[src/rtl/pixel_plot_sink.sv]
// pixel_plot_sink: queues pixel writes into a 320x240 framebuffer and performs full-screen clears.
// Optional colour-key skipping is enabled with macro PIXEL_PLOT_SINK_TRANSPARENT_EN.
module pixel_plot_sink #(
    parameter int         DEPTH       = 4,
    parameter logic [2:0] BG_COLOUR   = 3'b000,
    parameter logic [2:0] TRANSPARENT = 3'b101
) (
    input  logic        clock,
    input  logic        reset,
    input  logic        plot,
    input  logic [8:0]  x,
    input  logic [7:0]  y,
    input  logic [2:0]  colour,
    output logic        ready,
    input  logic        clear,
    output logic        mem_we,
    output logic [16:0] mem_addr,
    output logic [2:0]  mem_data,
    output logic        busy,
    output logic        dropped
);
    localparam int AW = (DEPTH > 1) ? $clog2(DEPTH) : 1;
    localparam logic [16:0] LAST = 17'd76799;

    typedef enum logic [1:0] {RUN, FLUSH, CLEAR} state_t;

    state_t state, state_n;
    logic [19:0] fifo [DEPTH];
    logic [AW-1:0] wp, rp;
    logic [AW:0] count;
    logic [16:0] clr_addr, addr;
    logic [19:0] head;
    logic out_clr, in_range, keep, empty, full, take, pop, bypass, push;

    assign addr = {1'b0, y, 8'b0} + {3'b0, y, 6'b0} + {8'b0, x};
    assign in_range = (x < 9'd320) && (y < 8'd240);
`ifdef PIXEL_PLOT_SINK_TRANSPARENT_EN
    assign keep = in_range && (colour != TRANSPARENT);
`else
    logic unused_key;
    assign unused_key = ^TRANSPARENT;
    assign keep = in_range;
`endif
    assign empty = (count == '0);
    assign full = (count == (AW+1)'(DEPTH));
    assign head = fifo[rp];
    assign busy = !empty || (state != RUN) || out_clr;

    always_comb begin
        state_n = state;
        ready = !full && (state == RUN);
        case (state)
            RUN:     state_n = clear ? FLUSH : RUN;
            FLUSH:   state_n = empty ? CLEAR : FLUSH;
            CLEAR:   state_n = (clr_addr == LAST) ? RUN : CLEAR;
            default: state_n = RUN;
        endcase
        take = plot && ready;
        pop = (state != CLEAR) && !empty;
        // An accepted pixel skips the FIFO when nothing is queued ahead of it.
        bypass = take && keep && empty;
        push = take && keep && !empty;
    end

    always_ff @(posedge clock)
        if (push)
            fifo[wp] <= {addr, colour};

    always_ff @(posedge clock) begin
        if (reset) begin
            state <= RUN;
            wp <= '0;
            rp <= '0;
            count <= '0;
            clr_addr <= '0;
            out_clr <= 1'b0;
            dropped <= 1'b0;
            mem_we <= 1'b0;
            mem_addr <= '0;
            mem_data <= '0;
        end else begin
            state <= state_n;
            wp <= push ? wp + 1'b1 : wp;
            rp <= pop ? rp + 1'b1 : rp;
            count <= count + (AW+1)'(push) - (AW+1)'(pop);
            clr_addr <= (state == CLEAR) ? clr_addr + 17'd1 : '0;
            out_clr <= (state == CLEAR);
            dropped <= take && !in_range;
            mem_we <= pop || bypass || (state == CLEAR);
            if (pop) begin
                mem_addr <= head[19:3];
                mem_data <= head[2:0];
            end else if (bypass) begin
                mem_addr <= addr;
                mem_data <= colour;
            end else if (state == CLEAR) begin
                mem_addr <= clr_addr;
                mem_data <= BG_COLOUR;
            end
        end
    end
endmodule
[config.mk]
export PLATFORM = sky130hd
export DESIGN_NAME = pixel_plot_sink
export DESIGN_NICKNAME = d
export VERILOG_FILES = /design/src/rtl/pixel_plot_sink.sv
export SDC_FILE = /design/constraint.sdc
export NUM_CORES = 1
export LEC_CHECK = 0
export BUFFER_PORTS_ARGS = -buffer_cell sky130_fd_sc_hd__buf_2
export CAP_MARGIN = 20
export CORE_ASPECT_RATIO = 0.6
export CORE_MARGIN = 5
export CORE_UTILIZATION = 53
export CTS_CLUSTER_SIZE = 24
export DETAILED_ROUTE_END_ITERATION = 8
export GPL_ROUTABILITY_DRIVEN = 0
export PLACE_DENSITY_LB_ADDON = 0.08
export SYNTH_ARGS = -nofsm -noshare
export SYNTH_HDL_FRONTEND = slang
export SYNTH_SLANG_ARGS = --single-unit
[constraint.sdc]
create_clock -name clock -period 5.92 [get_ports clock]
set_input_delay 0.888 -clock clock [delete_from_list [all_inputs] [get_ports clock]]
set_output_delay 0.888 -clock clock [all_outputs]
set_load 0.02 [all_outputs]
Word-level counts from Yosys, hierarchy flattened
Memories as Yosys holds them, arrays and structs flattened. A register that Yosys moved wholly into a read port is not among the register bits. Index checks and enable logic that the tools add are counted.

Bitwise gates (word level): 1. Div/mod/pow operators: 0. Equality and inequality tests: 5. $mul: 0. Add/sub/neg operators: 7. Multiplexer cells: 14. Shift operators: 0. Reduce and logical (&&, ||, !) cells: 20. Order comparisons: 2.

Operator list (number): 17-bit two-way mux (3); 16-bit by 14-bit adder with 17-bit output (1); 17-bit by 1-bit adder with 17-bit output (second input constant) (1); 17-bit by 9-bit adder with 17-bit output (1); 17-bit equality test (second input constant) (1); 9-bit < comparator (second input constant) (1); 3-bit two-way mux (3); 1-bit logical AND (8); 8-bit < comparator (second input constant) (1); 2-bit two-way mux (4); 2-bit one-hot mux with 3 select lines (1); 2-bit by 1-bit adder with 2-bit output (second input constant) (2); 1-bit logical OR (4); 3-bit by 1-bit adder with 3-bit output (1); 3-bit equality test (second input constant) (1); 1-bit logical NOT (3); 3-bit logical NOT (1); 1-bit two-way mux (3); 3-bit nonzero test (1); 3-bit by 1-bit subtractor with 3-bit output (1); 2-bit by 1-bit equality test with 1-bit output (second input constant) (1); 2-bit equality test (second input constant) (1); 2-bit logical NOT (1); 2-bit inequality test (second input constant) (1); other kinds (3) (3).

ROM bits: 0. Output and inout port bits: 24. Flip-flop bits (word level): 49. Bits of input ports: 24. Latch bits: 0. Memories kept: 1. Bits in writable memories: 80.

Memories: fifo (depth 4, bits a word 20, read ports 1, clocked after Yosys merged registers in 1, wr ports 1, line 28) `logic [19:0] fifo [DEPTH];`.

Depth between registers and ports, before layout
Depth after elaboration: 8. Depth in mapped cells: 12.

Least setup slack after synthesis
Ideal clock, no wire load.

Path type: input -> register. Start: input port y[0]. End: register mem_addr[16]. Stages: 10. Data required time: 5.786 ns. Slack: 2.854 ns. Setup time: 0.134 ns. Arrival: 2.932 ns. Cell sequence: inv_1 > fa_1 > inv_1 > ha_1 > a211o_1 > o211a_1 > o31a_1 > a41o_1 > o21ai_1 > a21oi_1.

Elaborated cells on any way between the ends: 9. Classes of those cells: add/sub (2); order compare (1); mux (2); reduce/logical (4).

RTL lines: from (decl) (line 12) `input logic [7:0] y,`; 16-bit by 14-bit adder with 17-bit output (line 35) `assign addr = {1'b0, y, 8'b0} + {3'b0, y, 6'b0} + {8'b0, x};`; 17-bit by 9-bit adder with 17-bit output (line 35); named net addr[16] (line 31) `logic [16:0] clr_addr, addr;`; 17-bit two-way mux (line 93) `end else if (bypass) begin`; 17-bit two-way mux (line 90) `if (pop) begin`; to (signal assigned) (line 91) `mem_addr <= head[19:3];`; to (signal assigned) (line 94) `mem_addr <= addr;`; to (signal assigned) (line 97) `mem_addr <= clr_addr;`; to (decl) (line 17) `output logic [16:0] mem_addr,`.

The timed path passes the listed nets, and every way through them passes these cells. A chain may end at the register's enable or synchronous reset.

Worst setup path after layout
Start: register count[1]. End: register count[2].

Cells in the longest elaborated chain, start to end: 8. Elaborated cells on any way between the ends: 11. Classes of those cells: add/sub (2); eq/ne (1); reduce/logical (8).

RTL lines: from (decl) (line 30) `logic [AW:0] count;`; from (signal assigned) (line 85) `count <= count + (AW+1)'(push) - (AW+1)'(pop);`; 3-bit equality test (line 45) `assign full = (count == (AW+1)'(DEPTH));`; 1-bit logical NOT (line 51) `ready = !full && (state == RUN);`; 1-bit logical AND (line 51); 1-bit logical AND (line 58) `take = plot && ready;`; 1-bit logical AND (2 in series) (line 62) `push = take && keep && !empty;`; 3-bit by 1-bit adder with 3-bit output (line 85); 3-bit by 1-bit subtractor with 3-bit output * (line 85).

Every way passes the cells marked *; elsewhere a longest branch is shown, timed or not.

==> metrics.txt <==
initial antenna violation count 0; commonest non-fill, non-tap cell in the layout edfxtp_1; largest net degree at the start of global routing 32; worst-margin pin slew 1.044 ns; Area Growth Syn to Fin 15.81%; setup tns final 0 ns; Layout Nets 528; core area 10560 µm²; post-synthesis net count ~470; fin area around 6600 µm²; CTS tree built; Reg2Reg Capture Point count[2]$_SDFF_PP0_; layout cells sized above 1 0.2378; Rows 29; Post-synth EDFFs 80; total CTS buffers 17; Max Clock Skew just over 0.006 ns; clk buf depth 2; Mean Syn Cell Area 13.57 µm²; Hold WC Path Type reg2reg; RR Startpoint count[1]$_SDFF_PP0_; clock transition at the registers of the reported paths roughly 0.060 ns; clock tree sinks 131; commonest cells after routing, fill and taps aside edfxtp_1 (80), dfxtp_1 (51), buf_2 (47), nor2_1 (38), ha_1 (22); asr flop ratio synth 0; maximum vdd ir drop 0.2043 mV; Cell Area, Placed slightly above 6000 µm²; die outline height 90.61 µm; Final Hold Violating Endpoints 0; gr usage total 0.2158; Worst Setup End Kind register; count of buffers from port buffering 47; DRC viols 0; Initial Utilization 0.5435; vias in the first global route 3752; CTS Hold Bufs 0; first-pass GRT wire length approximately 21000 µm; pre-CTS setup slack 2.467 ns; vias per inst ~6; count of state elements after synthesis about 130; Relative slew margins 0.3019; post-route antenna net violation count 0; post-cts resize count 0; final worst slack about 2.8 ns; Horiz. Die Dim 144.3 µm; reg2reg setup slack approximately 2.8 ns; Post-CTS Setup Bufs 0; Critical Path End count[2]$_SDFF_PP0_; initial drt markers between 300 and 400; Worst Path Arrival 3.36 ns; power per standard cell area between 300 and 400 nW/µm²; DIE AREA around 13000 µm²; fin crit period about 3.1 ns; final WL 13170 µm; status complete, no violations; Worst EP required between 6 and 7 ns; Syn. warnings 0; clk_lat worst skew around 0.41 ns; post-synthesis instance total roughly 420; htree depth 4; Finished Core Util 0.6295; final setup fails 0; Most used DFF post-synth edfxtp_1; leakage about 2.4 nW; placed cells 598; # fillers between 800 and 900; Max Slew Vio Count 0; final std cells w/o fill around 630; Max Fclk 0.3231 GHz; critical path type reg2reg; Avg WL per Cell roughly 21 µm; post-detail-place hpwl 8557 µm; critical-path maximum fanout 28; Congestion Overflow GR 0; Antenna diodes 0; Seq/Total Area, Yosys 0.5965; cells on worst reg2reg path 11; maxcap violations 0; Root Driver clkbuf_16; Synth cell types just under 60; RSZ-0062 raised after global routing no; via count between 3000 and 4000; critical path launch point type register; Post-Syn Area 5739 µm²; crit share post-route 0.5228; crit path launch count[1]$_SDFF_PP0_; Top Ports 48; first-pass detailed-route iteration total 5
-- worst min path at each step --
stage	startpoint	end	cells after the start
global placement	mem_addr[13]$_SDFFE_PP0P_	mem_addr[13]$_SDFFE_PP0P_	2
CTS	mem_addr[13]$_SDFFE_PP0P_	mem_addr[13]$_SDFFE_PP0P_	2
finish	mem_addr[13]$_SDFFE_PP0P_	mem_addr[13]$_SDFFE_PP0P_	2
detailed placement	mem_addr[13]$_SDFFE_PP0P_	mem_addr[13]$_SDFFE_PP0P_	2
global route	mem_addr[13]$_SDFFE_PP0P_	mem_addr[13]$_SDFFE_PP0P_	2
floorplan	clr_addr[0]$_SDFF_PP0_	clr_addr[0]$_SDFF_PP0_	1
-- flip-flops by register name (all words and copies together), names as in the netlist, named ones only --
name      flops
fifo         80
clr_addr     17
mem_addr     17
count         3
mem_data      3
rp            2
state         2
wp            2
dropped       1
mem_we        1
out_clr       1
-- per-stage QoR --
step                hold slack (ns)  total power [W]
floorplan                    0.4291         0.001170
global placement             0.4314         0.001233
detailed placement           0.4410         0.001239
CTS                          0.4488         0.002173
global route                 0.4713         0.002242
finish                       0.4440         0.002164
-- area by class of cell --
class | count | area (µm²) | area share
timing repair buffer | 54 | 295.3 | 0.04443
multi-input combinational | 258 | 2152 | 0.3238
inverter | 17 | 63.81 | 0.009601
clock inverter | 14 | 108.9 | 0.01638
clock buffer | 18 | 429.2 | 0.06457
tap | 139 | 173.9 | 0.02617
sequential | 131 | 3423 | 0.5151
-- routing by layer --
metal / share of wire / wire [µm] / track usage
met5: 0 / 0 / 0
met4: 0.0082 / 108 / 0.06522
met3: 0.080 / 1053 / 0.06508
met2: 0.46 / 6072 / 0.3101
met1: 0.45 / 5931 / 0.3155
-- kinds of logic (layout without fill, tap and decap cells) --
group	after synthesis	count (layout)	synth area share
flops	131	131	0.5965
simple gates	115	115	0.1049
compound gates	65	65	0.08067
buf+inv	34	103	0.02856
mux	30	30	0.09592
fa+ha+maj	25	25	0.05843
xor+xnor	23	23	0.03510
-- synth_stat cells (7+ instances only) --
cell type / instances / area [µm²]
buf_2: 8 / 40.04
a311oi_1: 9 / 78.83
dfxtp_1: 51 / 1021
o22ai_1: 10 / 62.56
ha_1: 22 / 275.3
edfxtp_1: 80 / 2402
inv_1: 16 / 60.06
mux4_2: 20 / 450.4
nand3_1: 8 / 40.04
o21ai_0: 7 / 35.03
mux2i_1: 10 / 100.1
xnor2_1: 13 / 113.9
xor2_1: 10 / 87.58
and2_1: 7 / 43.79
nor2_1: 38 / 142.6
nor3_1: 8 / 40.04
a21oi_1: 14 / 70.07
nand2_1: 19 / 71.32
-- worst max-delay path, stage by stage (launching register included) --
cell and delay, ns:
dfxtp_1 0.39, or3_1 0.41, nand2_2 0.50, inv_2 0.30
ha_1 0.36, inv_1 0.06, ha_1 0.12, inv_1 0.05
fa_1 0.37, xor2_1 0.18, xnor2_1 0.15, nor2_1 0.05
-- report_power, final --
part	total [W]	internal, W	switching [W]
Clock	0.000941	0.000538	0.000403
Combinational	0.000211	0.0000755	0.000136
Sequential	0.00101	0.00100	0.0000112
Total	0.00216	0.00161	0.000550
(Power assumes the default switching activity.)
